<file path="src/rtl/img_ram_arbiter_pkg.sv">
// Shared widths and state encoding for the image RAM arbiter and its selector.
package img_ram_arbiter_pkg;

  localparam int ADDR_WIDTH = 20;
  localparam int BYTE_WIDTH = 8;

  typedef enum logic {
    ARB_IDLE = 1'b0,
    ARB_OWN  = 1'b1
  } arb_state_e;

  // Index width for an n-entry selector, never narrower than one bit.
  function automatic int idx_width(input int n);
    return (n > 1) ? $clog2(n) : 1;
  endfunction

endpackage

</file>
<file path="src/rtl/img_ram_arbiter_rr_pick.sv">
// Combinational round-robin selector: first asserted request at or after rr_ptr, wrapping.
module img_ram_arbiter_rr_pick
  import img_ram_arbiter_pkg::*;
#(
  parameter int N_REQ = 3,
  parameter int IDX_W = idx_width(N_REQ)
) (
  input  logic [N_REQ-1:0] req,
  input  logic [IDX_W-1:0] rr_ptr,
  output logic             any,
  output logic [IDX_W-1:0] idx
);

  // One spare bit so rr_ptr + offset cannot overflow before the explicit wrap.
  localparam int CW = IDX_W + 1;

  logic [CW-1:0]    cand;
  logic [IDX_W-1:0] c_idx;

  always_comb begin
    any   = 1'b0;
    idx   = '0;
    cand  = '0;
    c_idx = '0;
    for (int k = N_REQ - 1; k >= 0; k--) begin
      cand = CW'(rr_ptr) + CW'(k);
      if (cand >= CW'(N_REQ)) begin
        cand = cand - CW'(N_REQ);
      end
      c_idx = cand[IDX_W-1:0];
      if (req[c_idx]) begin
        any = 1'b1;
        idx = c_idx;
      end
    end
  end

endmodule

</file>
<file path="src/rtl/img_ram_arbiter.sv">
// Round-robin, burst-owning arbiter sharing one single-port image RAM between N_REQ engines.
module img_ram_arbiter
  import img_ram_arbiter_pkg::*;
#(
  parameter int N_REQ     = 3,
  parameter int ADDR_W    = ADDR_WIDTH,
  parameter int DATA_W    = BYTE_WIDTH,
  parameter int MAX_BURST = 16
) (
  input  logic                    clk,
  input  logic                    rst_n,
  input  logic [N_REQ-1:0]        req,
  input  logic [N_REQ-1:0]        req_we,
  input  logic [N_REQ-1:0]        req_last,
  input  logic [N_REQ*ADDR_W-1:0] req_addr,
  input  logic [N_REQ*DATA_W-1:0] req_wdata,
  output logic [N_REQ-1:0]        gnt,
  output logic [N_REQ-1:0]        rvalid,
  output logic [DATA_W-1:0]       rdata,
  output logic                    ram_cen,
  output logic                    ram_wen,
  output logic [ADDR_W-1:0]       ram_addr,
  output logic [DATA_W-1:0]       ram_d,
  input  logic [DATA_W-1:0]       ram_q,
  output logic                    busy
);

  localparam int IDX_W = idx_width(N_REQ);
  localparam int CNT_W = $clog2(MAX_BURST + 1);

  arb_state_e       state;
  logic [IDX_W-1:0] rr_ptr;
  logic [IDX_W-1:0] owner;
  logic [IDX_W-1:0] next_ptr;
  logic [IDX_W-1:0] pick_idx;
  logic             pick_any;
  logic [CNT_W-1:0] beat_cnt;
  logic [CNT_W-1:0] cnt_next;

  logic             owner_req;
  logic             owner_we;
  logic             owner_last;
  logic             beat;
  logic             release_own;

  logic [ADDR_W-1:0] addr_arr [N_REQ];
  logic [DATA_W-1:0] wdata_arr [N_REQ];
  logic [ADDR_W-1:0] addr_hold;
  logic [DATA_W-1:0] d_hold;

  logic             rd_vld_p1;
  logic [IDX_W-1:0] rd_owner_p1;

  for (genvar i = 0; i < N_REQ; i++) begin : g_unpack
    assign addr_arr[i]  = req_addr[i*ADDR_W +: ADDR_W];
    assign wdata_arr[i] = req_wdata[i*DATA_W +: DATA_W];
  end

  img_ram_arbiter_rr_pick #(
    .N_REQ (N_REQ),
    .IDX_W (IDX_W)
  ) u_pick (
    .req    (req),
    .rr_ptr (rr_ptr),
    .any    (pick_any),
    .idx    (pick_idx)
  );

  assign owner_req  = req[owner];
  assign owner_we   = req_we[owner];
  assign owner_last = req_last[owner];
  assign beat       = (state == ARB_OWN) && owner_req;
  assign cnt_next   = beat_cnt + CNT_W'(1);

  // Ownership ends on an abandoned burst, a last beat, or the forced-release beat count.
  assign release_own = !owner_req || owner_last || (cnt_next == CNT_W'(MAX_BURST));
  assign next_ptr    = (owner == IDX_W'(N_REQ - 1)) ? '0 : owner + IDX_W'(1);

  always_comb begin
    gnt = '0;
    if (beat) begin
      gnt[owner] = 1'b1;
    end
  end

  assign ram_cen  = beat;
  assign ram_wen  = beat && owner_we;
  assign ram_addr = beat ? addr_arr[owner]  : addr_hold;
  assign ram_d    = beat ? wdata_arr[owner] : d_hold;

  always_comb begin
    rvalid = '0;
    if (rd_vld_p1) begin
      rvalid[rd_owner_p1] = 1'b1;
    end
  end

  assign rdata = ram_q;
  assign busy  = (state == ARB_OWN) || rd_vld_p1;

  always_ff @(posedge clk or negedge rst_n) begin
    if (!rst_n) begin
      state       <= ARB_IDLE;
      rr_ptr      <= '0;
      owner       <= '0;
      beat_cnt    <= '0;
      addr_hold   <= '0;
      d_hold      <= '0;
      rd_vld_p1   <= 1'b0;
      rd_owner_p1 <= '0;
    end else begin
      // p1: read return follows the RAM's one-cycle latency, tagged with the beat's owner
      rd_vld_p1 <= beat && !owner_we;
      if (beat) begin
        rd_owner_p1 <= owner;
        addr_hold   <= addr_arr[owner];
        d_hold      <= wdata_arr[owner];
      end
      case (state)
        ARB_IDLE: begin
          if (pick_any) begin
            owner    <= pick_idx;
            beat_cnt <= '0;
            state    <= ARB_OWN;
          end
        end
        ARB_OWN: begin
          if (owner_req) begin
            beat_cnt <= cnt_next;
          end
          if (release_own) begin
            state  <= ARB_IDLE;
            rr_ptr <= next_ptr;
          end
        end
        default: state <= ARB_IDLE;
      endcase
    end
  end

endmodule

</file>
<file path="config.mk">
export PLATFORM = sky130hd
export DESIGN_NAME = img_ram_arbiter
export DESIGN_NICKNAME = d
export VERILOG_FILES = /design/src/rtl/img_ram_arbiter_pkg.sv /design/src/rtl/img_ram_arbiter_rr_pick.sv /design/src/rtl/img_ram_arbiter.sv
export SDC_FILE = /design/constraint.sdc
export NUM_CORES = 1
export LEC_CHECK = 0
export CORE_AREA = 10 10 88 97
export DETAILED_ROUTE_END_ITERATION = 12
export DIE_AREA = 0 0 98 107
export PLACE_DENSITY_LB_ADDON = 0.2
export SYNTH_ARGS = -nofsm -noshare
export SYNTH_HDL_FRONTEND = slang
export SYNTH_SLANG_ARGS = --single-unit
export TNS_END_PERCENT = 5
</file>
<file path="constraint.sdc">
create_clock -name clk -period 2.6 [get_ports clk]
set_clock_uncertainty 0.05 [all_clocks]
set_input_delay 0.52 -clock clk [delete_from_list [all_inputs] [get_ports clk]]
set_output_delay 0.52 -clock clk [all_outputs]
set_load 0.02 [all_outputs]
</file>
==> reports/results.ini, run 1 <==
[cells_and_area]
nFillCells = 606
final_common_cell = clkdlybuf4s50_1
drive_gt1_share_pct = 20.2
most-common-layout-cells = 94 x clkdlybuf4s50_1, 40 x dfrtp_1, 32 x buf_4, 30 x mux2i_1, 30 x nand2_1
area_delta_synth_final_pct = 67.6
finalNonFillerCells = 492
post-route-util_pct = 62.0
layout.nets = 515
diodes = 0

[routing]
finalWirelength_um = 8640
dr.pass1.iters = 4
routed-via-count = 2562
viasPerCell = 5.21
drc = 0
first_iter_violations = 84
post_drt_wl_per_cell_um = 17.6
ant_nets = 0

[global_route]
grt_use_met2_pct = 27.2
grt_max_degree = 37
met3_usage_pct = 6.23
gr-total-overflow = 0
grt_usage_pct = 15.9
met1_usage_pct = 18.2
grt_pass1_vias = 2701
grt_pass1_wl_um = 13800
busiest_layer = met2
antenna_found_initial = 0

[synth]
synthDistinctLibCells = 39
syn_avg_cell_area_um2 = 9.08
yosys_warnings = 0
synthCells = 267
syn_area_um2 = 2420
ys_seq_area_share_pct = 42.3
ys_seq_elements = 41
synth_fp_nets = 373

[clock_tree]
htreeDepth = 2
insertion_delay_ps = 290
clk_path_buf_depth = 2
cts_tree = done
path_clk_slew_ps = 90
cts_made_buffers = 5
clock_sinks = 41
cts-root-buf = clkbuf_8
cts_hold_buf = 0

[setup_path]
startpoint_type = register
r2r-end = beat_cnt[0]
reg2reg_depth = 7
cp_max_fo = 10
cp_data_arrival_time_ps = 1960
cp_data_required_time_ps = 2030
crit_type = register to output port
r2r_slack_ps = 530
timing.rr.start = rr_ptr[0]
startpoint = owner[0]
endpoint_kind = output port

[flow_run]
drv_cap = 0

[floorplanning]
initial_core_util_pct = 37.0
dieArea_um2 = 10500
io_pins = 148
die_w_um = 98
fp-row-count = 31
core_um2 = 6560
die_h_um = 107

[sta]
post-route-period-util_pct = 97.2
hold_viol_final = 0
whs_ps = 167
relSlewSlack_pct = 58.9
maxSlewViolCount = 0
fin_crit_ps = 2530
tightest_slew_ps = 617
setup-tns-final_ps = 0
max_freq_ghz = 0.396
finalSetupViolCount = 0

[min_path]
hold_class = input pin to async pin

[placement]
dp_hpwl_um = 6830
placed_cells = 480
gp_congestion = 0.796
io_buffer_count = 131

[pwr]
peakVddDrop_mv = 0.459
power_leakage_uw = 0.00181
power.density_nw_per_um2 = 1030

[run_status]
outcome = finished clean

==> area by class of cell <==
class / count / area [µm²] / area share (%)
inverters: 7 / 26.3 / 0.646
repair buffers: 161 / 1530 / 37.7
multi-input cells: 193 / 1290 / 31.7
well taps: 82 / 103 / 2.52
clock inverters: 3 / 17.5 / 0.431
clock buffers: 5 / 68.8 / 1.69
flip-flops and latches: 41 / 1030 / 25.3
==> metrics by stage <==
step / total power, µW / cell area [µm²] / worst slack (ps)
6_report: 4190 / 4070 / 73.0
5_1_grt: 4530 / 4070 / -4.65
4_1_cts: 4010 / 3920 / -196
3_5_place_dp: 3820 / 3920 / -616
3_3_place_gp: 3760 / 3920 / -562
2_1_floorplan: 2520 / 2420 / 75.3
==> report_power, final <==
part / internal, µW / switching [µW] / leakage (µW)
logic: 1250 / 1500 / 0.00125
clock network: 186 / 231 / 0.0000439
registers: 907 / 123 / 0.000519
==> cell families (layout without fill, tap and decap cells) <==
kind of cell / Yosys count / in the layout / share of synthesized area, %
muxes: 34 / 34 / 14.2
and+or+nand+nor: 86 / 86 / 16.1
DFF: 41 / 41 / 42.3
AOI/OAI and AO/OA: 68 / 68 / 18.3
adders and majority gates: 5 / 5 / 2.43
buffers and inverters: 33 / 176 / 6.71
==> timing repair <==
| action | CTS | global route |
|---|---|---|
| setup endpoints to repair | 33 | 31 |
| cloned | 0 | 2 |
| resized for setup | 127 | 42 |
| pin swaps | 1 | 5 |
| buffers inserted | 0 | 2 |
==> synthesized netlist by cell type (all sizes together) <==
cell | number | area share (%)
a211o | 2 | 0.77
or2 | 1 | 0.26
nand4b | 1 | 0.36
nor2b | 1 | 0.26
and3 | 1 | 0.31
inv | 7 | 1.1
mux2 | 3 | 1.4
clkbuf | 7 | 1.1
a22o | 1 | 0.36
and3b | 2 | 0.72
nor2 | 24 | 3.7
nand3b | 2 | 0.62
dfrtp | 41 | 42
o211ai | 2 | 0.62
nor3b | 1 | 0.31
a21oi | 23 | 4.7
a221o | 9 | 3.7
mux2i | 31 | 13
nand2 | 31 | 4.8
o2111ai | 1 | 0.36
nand2b | 1 | 0.26
o21ai | 24 | 5.0
ha | 3 | 1.5
a21o | 2 | 0.62
maj3 | 2 | 0.88
buf | 19 | 4.5
o31ai | 1 | 0.31
o21a | 1 | 0.31
or3 | 2 | 0.52
nand3 | 6 | 1.2
a2111oi | 1 | 1.1
o2bb2ai | 1 | 0.36
nor3 | 12 | 2.5
and2 | 1 | 0.26
==> how the worst max path moves through the flow <==
stage,end,slack [ps],cells past startpoint
finish,ram_addr[16],70,6
CTS,ram_addr[7],-200,9
global route,ram_addr[7],-5,8
global placement,ram_addr[9],-560,8
detailed placement,ram_addr[16],-620,8
floorplan,ram_d[7],80,7
==> registers in the layout, summed over array words and instances (netlist names) <==
signal	flops
d_hold	8
addr_hold	20
beat_cnt	5
rd_owner_p1	2
state	1
rd_vld_p1	1
rr_ptr	2
owner	2
==> metal layers <==
metal / share of wire, % / vias up
li1: - / 1226
met1: 40 / 1215
met2: 50 / 115
met3: 9.0 / 6
met4: 0.71 / 0
met5: 0 / -
==> worst max-delay path: stages, from the launching register on <==
cell	delay, ps
dfrtp_1	390
nor2b_2	190
buf_6	150
and3_2	250
buf_4	180
a221o_1	340
buf_4	170
No activity file was read; power rests on OpenSTA's default activity.
==> run 2: changes to the inputs <==
--- a/config.mk
+++ b/config.mk
@@ -5,9 +5,9 @@
 export SDC_FILE = /design/constraint.sdc
 export NUM_CORES = 1
 export LEC_CHECK = 0
-export CORE_AREA = 10 10 88 97
+export CORE_AREA = 10 10 86 95
 export DETAILED_ROUTE_END_ITERATION = 12
-export DIE_AREA = 0 0 98 107
+export DIE_AREA = 0 0 96 105
 export PLACE_DENSITY_LB_ADDON = 0.2
 export SYNTH_ARGS = -nofsm -noshare
 export SYNTH_HDL_FRONTEND = slang
==> constraint.sdc (replaced) <==
create_clock -name clk -period 3.2 [get_ports clk]
set_clock_uncertainty 0.05 [all_clocks]
set_input_delay 0.64 -clock clk [delete_from_list [all_inputs] [get_ports clk]]
set_output_delay 0.64 -clock clk [all_outputs]
set_load 0.02 [all_outputs]
==> run 2 against run 1 <==
Against the previous run:
- clock power shrank 20%
- non-clock buffer count shrank 11
- cell count shrank 2.6%
- count of clock-buffer cells in the layout grew 1
- utilization grew 0.93 points
- worst hold slack gained 260 ps
- die area shrank 3.9%
- cell area shrank 4.7%
- critical path type is now input pin to output port
- largest cell class unchanged
==> reports/results.ini, run 2 (synthesis results as in run 1) <==
[setup_path]
r2r-end = beat_cnt[2]
cp_data_arrival_time_ps = 2490
startpoint_type = input pin
crit_type = input pin to output port
timing.rr.start = rr_ptr[0]
endpoint_kind = output port
reg2reg_depth = 6
cp_max_fo = 17
r2r_slack_ps = 980
startpoint = req[2]
cp_data_required_time_ps = 2510

[placement]
pre_cts_ws_ps = -289
dp_hpwl_um = 6370
io_buffer_count = 131
gp_congestion = 0.780
placed_cells = 471

[cells_and_area]
diodes = 0
most-common-layout-cells = 99 x clkdlybuf4s50_1, 40 x dfrtp_1, 31 x mux2i_1, 30 x nand2_1, 24 x nor2_1
finalNonFillerCells = 479
drive_gt1_share_pct = 13.5
nFillCells = 574
top_register = addr_hold
final_common_cell = clkdlybuf4s50_1
top_regs = addr_hold: 20 flops, d_hold: 8 flops, beat_cnt: 5 flops
post-route-util_pct = 62.9
layout.nets = 504
area_delta_synth_final_pct = 59.8
largest_reg_flops = 20

[clock_tree]
cts_made_buffers = 5
clk_path_buf_depth = 2
clock_sinks = 41
cts_hold_buf = 0
htreeDepth = 2
insertion_delay_ps = 290
postCtsSetupBuffers = 0
path_clk_slew_ps = 80
cts_tree = done
cts-root-buf = clkbuf_8

[global_route]
antenna_found_initial = 0
grt_pass1_wl_um = 12900
gr-total-overflow = 0
grt_max_degree = 42
grt_pass1_vias = 2563
grt_usage_pct = 15.8

[routing]
first_iter_violations = 60
viasPerCell = 5.12
routed-via-count = 2451
finalWirelength_um = 8030
dr.pass1.iters = 4
drc = 0
post_drt_wl_per_cell_um = 16.8
ant_nets = 0

[pwr]
p_comb_share_pct = 62.7
power.share.sequential_pct = 26.7
clkPwrFrac_pct = 10.6
peakVddDrop_mv = 0.414
p_switching_uw = 1430
power.density_nw_per_um2 = 814
p_sw_share_pct = 45.3
internal_power_uw = 1720
power_leakage_uw = 0.00169

[sta]
maxSlewViolCount = 0
hold_viol_final = 0
setup_slack_ps = 24.8
fin_crit_ps = 3180
tightest_slew_ps = 957
rsz0062_at_grt = yes
max_freq_ghz = 0.315
finalSetupViolCount = 0
relSlewSlack_pct = 36.2
post-route-period-util_pct = 99.2
setup-tns-final_ps = 0
whs_ps = 432

[floorplanning]
die_h_um = 105
initial_core_util_pct = 39.4
dieArea_um2 = 10100
core_um2 = 6160
fp-row-count = 30
io_pins = 148
die_w_um = 96

[min_path]
hold_class = input pin to async pin

[flow_run]
drv_cap = 0

[run_status]
outcome = finished clean

-- run 2: cell count changes in the layout (fill, tap and decap cells not counted), sizes merged --
cell / delta
buf: -31
clkbuf: +11
clkdlybuf4s15: +4
clkdlybuf4s50: +5
clkinvlp: -1
dlygate4sd1: +2
dlygate4sd2: +1
dlymetal6s2s: -2
-- run 2: how the worst max path moves through the flow --
stage | to | cells after the start | slack [ps]
floorplan | ram_d[7] | 6 | 460
global placement | ram_d[7] | 7 | -220
detailed placement | ram_addr[10] | 7 | -290
CTS | ram_d[7] | 7 | -210
global route | ram_addr[12] | 7 | -120
finish | ram_d[5] | 7 | 20
-- run 2: what timing repair did --
item                       CTS  global route
gates resized for setup     38            46
cloned                       0             0
setup endpoints to repair   31            29
-- run 2: metal layers --
layer,global-route usage (%),vias to the layer above,routed length (µm)
met5,0,-,0
li1,-,1205,-
met3,7.73,4,827
met4,3.59,0,72
met2,24.7,111,3740
met1,19.0,1131,3390
-- run 2: through the flow --
step	total power, µW	instance area (µm²)
floorplan	2050	2420
global placement	2990	3850
detailed placement	3030	3850
CTS	3210	3910
global route	3420	3870
finish	3150	3870
-- run 2: power by group through the flow --
stage | registers, µW | clock network [µW] | logic [µW]
finish | 842 | 334 | 1980
CTS | 843 | 346 | 2020
floorplan | 821 | 0 | 1230
detailed placement | 855 | 0 | 2170
global placement | 846 | 0 | 2140
global route | 870 | 371 | 2180
-- run 2: critical path, cell delays in order --
cell	delay [ps]
clkdlybuf4s50_1	480
mux2i_1	100
o2bb2ai_2	190
nand2_2	150
buf_4	230
a221o_1	360
dlygate4sd2_1	330
-- run 2: area by class of cell --
class	instances	area, µm²	area share, %
clock buffer	6	72.6	1.87
clock inverter	2	10.0	0.258
sequential	41	1030	26.5
timing repair buffer	150	1390	35.8
inverter	7	26.3	0.678
multi-input combinational	193	1250	32.3
tap	80	100	2.58
